## src/rtl/note_voice_bank.sv

```systemverilog
// Multi-voice square-wave tone generator: each voice divides the board clock by a
// note/octave-dependent half period, and a registered popcount of all waves is provided.
module note_voice_bank #(
  parameter int NUM_VOICES = 4,
  parameter int OCT_W      = 2,
  localparam int MIX_W     = $clog2(NUM_VOICES + 1)
) (
  input  logic                          clk,
  input  logic                          nrst,
  input  logic                          en,
  input  logic                          is_FPGA,
  input  logic [4*NUM_VOICES-1:0]       note,
  input  logic [OCT_W*NUM_VOICES-1:0]   octave,
  output logic [NUM_VOICES-1:0]         wave,
  output logic [NUM_VOICES-1:0]         active,
  output logic [MIX_W-1:0]              mix
);

  function automatic logic [15:0] f_div10(input logic [3:0] code);
    case (code)
      4'd1:    f_div10 = 16'd38223;
      4'd2:    f_div10 = 16'd36077;
      4'd3:    f_div10 = 16'd34052;
      4'd4:    f_div10 = 16'd32141;
      4'd5:    f_div10 = 16'd30337;
      4'd6:    f_div10 = 16'd28635;
      4'd7:    f_div10 = 16'd27027;
      4'd8:    f_div10 = 16'd25511;
      4'd9:    f_div10 = 16'd24079;
      4'd10:   f_div10 = 16'd22727;
      4'd11:   f_div10 = 16'd21452;
      4'd12:   f_div10 = 16'd20248;
      4'd13:   f_div10 = 16'd19111;
      default: f_div10 = 16'd0;
    endcase
  endfunction

  function automatic logic [15:0] f_div12(input logic [3:0] code);
    case (code)
      4'd1:    f_div12 = 16'd45868;
      4'd2:    f_div12 = 16'd43292;
      4'd3:    f_div12 = 16'd40862;
      4'd4:    f_div12 = 16'd38569;
      4'd5:    f_div12 = 16'd36404;
      4'd6:    f_div12 = 16'd34362;
      4'd7:    f_div12 = 16'd32432;
      4'd8:    f_div12 = 16'd30613;
      4'd9:    f_div12 = 16'd28895;
      4'd10:   f_div12 = 16'd27272;
      4'd11:   f_div12 = 16'd25742;
      4'd12:   f_div12 = 16'd24298;
      4'd13:   f_div12 = 16'd22933;
      default: f_div12 = 16'd0;
    endcase
  endfunction

  logic [NUM_VOICES-1:0] w_wave;
  logic [NUM_VOICES-1:0] w_active;

  genvar gi;
  generate
    for (gi = 0; gi < NUM_VOICES; gi++) begin : g_voice
      logic [3:0]       w_code_in;
      logic [3:0]       w_eff;
      logic [OCT_W-1:0] w_oct_in;
      logic [15:0]      w_div;
      logic [15:0]      w_half_raw;
      logic [15:0]      w_half;
      logic             w_load;
      logic             w_tc;

      logic [3:0]       r_note;
      logic [OCT_W-1:0] r_oct;
      logic             r_sel;
      logic [15:0]      r_cnt;
      logic             r_wave;

      assign w_code_in = note[4*gi +: 4];
      assign w_oct_in  = octave[OCT_W*gi +: OCT_W];
      assign w_eff     = (en && (w_code_in >= 4'd1) && (w_code_in <= 4'd13)) ? w_code_in : 4'd0;

      // Divider is looked up from the latched settings so a running voice is self-consistent.
      assign w_div      = r_sel ? f_div12(r_note) : f_div10(r_note);
      assign w_half_raw = (w_div >> r_oct) >> 1;
      assign w_half     = (w_half_raw == 16'd0) ? 16'd1 : w_half_raw;

      assign w_load = (w_eff != r_note) || (w_oct_in != r_oct) || (is_FPGA != r_sel);
      assign w_tc   = (r_cnt == (w_half - 16'd1));

      always_ff @(posedge clk or negedge nrst) begin
        if (!nrst) begin
          r_note <= 4'd0;
          r_oct  <= '0;
          r_sel  <= 1'b0;
          r_cnt  <= 16'd0;
          r_wave <= 1'b0;
        end else if (w_load) begin
          // A load always restarts the phase, even if the counter was at terminal count.
          r_note <= w_eff;
          r_oct  <= w_oct_in;
          r_sel  <= is_FPGA;
          r_cnt  <= 16'd0;
          r_wave <= 1'b0;
        end else if (r_note == 4'd0) begin
          r_cnt  <= 16'd0;
          r_wave <= 1'b0;
        end else if (w_tc) begin
          r_cnt  <= 16'd0;
          r_wave <= ~r_wave;
        end else begin
          r_cnt  <= r_cnt + 16'd1;
        end
      end

      assign w_wave[gi]   = r_wave;
      assign w_active[gi] = (r_note != 4'd0);
    end
  endgenerate

  logic [MIX_W-1:0] w_pop;
  logic [MIX_W-1:0] r_mix;

  always_comb begin
    w_pop = '0;
    for (int i = 0; i < NUM_VOICES; i++) begin
      w_pop = w_pop + MIX_W'(w_wave[i]);
    end
  end

  always_ff @(posedge clk or negedge nrst) begin
    if (!nrst) begin
      r_mix <= '0;
    end else begin
      r_mix <= w_pop;
    end
  end

  assign wave   = w_wave;
  assign active = w_active;
  assign mix    = r_mix;

endmodule

```

## config.mk

```make
export PLATFORM = sky130hd
export DESIGN_NAME = note_voice_bank
export DESIGN_NICKNAME = d
export VERILOG_FILES = /design/src/rtl/note_voice_bank.sv
export SDC_FILE = /design/constraint.sdc
export NUM_CORES = 1
export LEC_CHECK = 0
export BUFFER_PORTS_ARGS = -buffer_cell sky130_fd_sc_hd__buf_2
export CAP_MARGIN = 20
export CORE_MARGIN = 3
export CORE_UTILIZATION = 66
export CTS_BUF_LIST = sky130_fd_sc_hd__clkbuf_8
export CTS_CLUSTER_DIAMETER = 30
export DETAILED_ROUTE_END_ITERATION = 12
export PLACE_DENSITY = 0.82
export SKIP_CTS_REPAIR_TIMING = 1
export SYNTH_ARGS = -nofsm -noshare
export SYNTH_HDL_FRONTEND = slang
export SYNTH_SLANG_ARGS = --single-unit
```

## constraint.sdc

```tcl
create_clock -name clk -period 6.7 [get_ports clk]
set_clock_uncertainty 0.2 [all_clocks]
set_input_delay 0.335 -clock clk [delete_from_list [all_inputs] [get_ports clk]]
set_output_delay 0.335 -clock clk [all_outputs]
set_load 0.005 [all_outputs]
```

==> impl_metrics.tcl <==
set metrics [dict create \
    status "finished, violations left" \
    violations "negative hold slack" \
    grtUsageTotal 0.310 \
    cts_root_buf "clkbuf_8" \
    fp.dieH_um 146 \
    cp-start-kind "flop" \
    ys_top_cells_by_area "dfrtp_1 (19%), xnor2_1 (5.9%), nand2_1 (4.2%), ha_1 (4.1%), xor2_1 (3.5%)" \
    period_minus_slack_ns 6.20 \
    holdPathEnd "g_voice[2].r_note[3]" \
    tightestPinTransition_ns 1.08 \
    max-cap-violations 0 \
    drv_slew 0 \
    rows 50 \
    startpoint "g_voice[3].r_note[0]" \
    hold_viol 1 \
    synth_nets 1741 \
    die-area_um2 21300 \
    ys.flop_type "dfrtp_1" \
    clk_path_buf_depth 2 \
    clk_pin_slew_worst_paths_ns 0.11 \
    tns_ns 0 \
    hold_depth 2 \
    synth_commonest_cells "nand2_1 (144), nor2_1 (113), dfrtp_1 (99)" \
    syn_area_um2 12900 \
    worstPathArrival_ns 6.23 \
    core_area_um2 19000 \
    start_util 0.683 \
    place_congestion 0.961 \
    yosys_register_bits 99 \
    relSlewSlack 0.271 \
    yosysTopAreaCell "dfrtp_1" \
    clkLatencyLatePin_ns 0.38 \
    netlist_instances 1670 \
    ir_worst_vdd_v 0.000106 \
    grt_max_degree 58 \
    ff2ff_setup_slack_ns 0.50 \
    fmax_mhz 161 \
    powerDensity_nw_per_um2 139 \
    drc 0 \
    whs_ns -0.00314 \
    yosys_warnings 0 \
    h-tree-depth 3 \
    drt-pass1-iter-count 7 \
    holdCritStartpoint "note[9]" \
    finalCritPeriodShare 0.925 \
    rsz0062_at_grt "false" \
    syn_avg_cell_area_um2 7.75 \
    vias 12978 \
    drive_gt1_frac 0.104 \
    async_flop_share 1.00 \
    setup-violations-final 0 \
    worstReg2RegEnd "g_voice[3].r_cnt[14]" \
    grt_pass1_vias 11606 \
    portBuffers 38 \
    synth_top_area_share 0.191 \
    gr-total-overflow 0 \
    die_w_um 146 \
    antenna_found_initial 0 \
    io_pins 39 \
    grt_pass1_wl_um 57200 \
    p_leak_nw 5.15 \
    cts-buffers-inserted 9 \
    cts_tree "yes" \
    required_ns 6.74 \
    cp_max_fo 16 \
    fin_util 0.708 \
    dp_hpwl_um 25600 \
    fin_total_pwr_mw 1.86 \
    layout.nets 1710 \
    crit_type "flop to flop" \
    yosysSeqAreaShare 0.191 \
    drt_iter0_drc 1411 \
    worstSetupEndpointType "flop" \
    totalWireLength_um 34700 \
    routedWlPerCell_um 18.2 \
    hold_class "input port to flop" \
    worstReg2RegStart "g_voice[3].r_note[0]" \
    syn_to_final_growth_pct 3.74 \
    viasPerCell 6.82 \
    ff2ff_path_depth 19 \
    synth_cell_types 101 \
    cts.sinks 99 \
    synth_edf_count 0 \
    antennaDiodeCount 0 \
    drtAntennaViolNets 0 \
    synth_most_common_cell "nand2_1" \
]
## state kept, by name, indices dropped and copies added (netlist names)
signal,count
g_voice.r_note,16
mix,3
g_voice.r_wave,4
g_voice.r_oct,8
g_voice.r_sel,4
g_voice.r_cnt,64
## cell type report
cell class | instances | area, um2
clock inverter | 7 | 70.1
multi-input combinational | 1394 | 9660
tap | 260 | 325
inverter | 53 | 199
sequential | 99 | 2480
timing repair buffer | 82 | 573
clock buffer | 9 | 124
fill | 1555 | 5530
## cells by family after synthesis
kind of cell / Yosys count / share of synthesized area
simple gates: 676 / 0.278
compound gates: 473 / 0.271
buf+inv: 177 / 0.0624
xor+xnor: 139 / 0.0941
flops: 99 / 0.191
mux: 63 / 0.0611
fa+ha+maj: 43 / 0.0421
## cells in the final DEF (no fill, tap or decap), types with 11 or more instances in the layout
cell type and instances:
o21ai_0 52, mux2_2 15, o22ai_1 18, and3_1 21, mux4_2 11, nor3_1 73
mux2i_1 34, a211oi_1 30, a32oi_1 11, xnor2_1 87, nor4_1 14, a21o_1 15
a31oi_1 21, o21bai_1 13, xor2_1 52, nor3b_1 17, nand2_1 144, nand2b_1 43
nand4_1 19, or2_2 26, a2111oi_0 14, buf_2 37, nand3b_1 11, ha_1 42
a22oi_1 11, nor2b_1 37, nor3_2 11, buf_4 25, o21a_1 18, nor2_1 113
or3_1 14, o211ai_1 29, o31ai_1 14, dlygate4sd3_1 20, dfrtp_1 99, a21oi_1 80
inv_1 46, and2_1 14, nand3_1 80
## metrics by stage
| step | cells | instance area, um2 | hold WS [ns] | setup slack [ns] |
|---|---|---|---|---|
| floorplan | 1670 | 12900 | -0.161 | 1.05 |
| global placement | 1868 | 13000 | 0.179 | 0.690 |
| detailed placement | 1868 | 13000 | 0.178 | 0.613 |
| CTS | 1884 | 13200 | -0.239 | 0.574 |
| global route | 1904 | 13400 | -0.00238 | 0.0767 |
| finish | 1904 | 13400 | -0.00314 | 0.503 |
## routing by layer
metal  vias up  GRT usage  wire (um)
met1      6167      0.439      15200
met2       577      0.511      16500
li1       6181          -          -
met3        53     0.0397       2420
met4         0     0.0701        597
met5         -          0          0
## power breakdown
group	internal (mW)	switching, mW
Clock	0.145	0.234
Combinational	0.338	0.505
Sequential	0.606	0.0355
Total	1.09	0.775
## worst max path at each step
| stage | cells after the start | slack (ns) | endpoint |
|---|---|---|---|
| floorplan | 20 | 1.05 | g_voice[3].r_cnt[10] |
| global placement | 17 | 0.69 | g_voice[0].r_wave |
| detailed placement | 17 | 0.61 | g_voice[0].r_wave |
| CTS | 17 | 0.57 | g_voice[0].r_wave |
| global route | 18 | 0.08 | g_voice[0].r_cnt[13] |
| finish | 19 | 0.50 | g_voice[3].r_cnt[14] |
## worst max-delay path: stages, from the launching register on
cell and delay (ns):
dfrtp_1 0.62, inv_1 0.29, ha_1 0.47, mux2i_1 0.20, mux2_2 0.20, o22ai_1 0.11, mux4_2 0.59, a2111oi_4 0.46
nand4_1 0.37, o21bai_1 0.32, inv_1 0.07, ha_1 0.23, o21a_1 0.16, or4_1 0.50, o211ai_1 0.14, o2111ai_1 0.14
a2111o_1 0.47, nor4_4 0.14, buf_4 0.28, nor3_2 0.08
No activity file was read; power rests on OpenSTA's default activity.
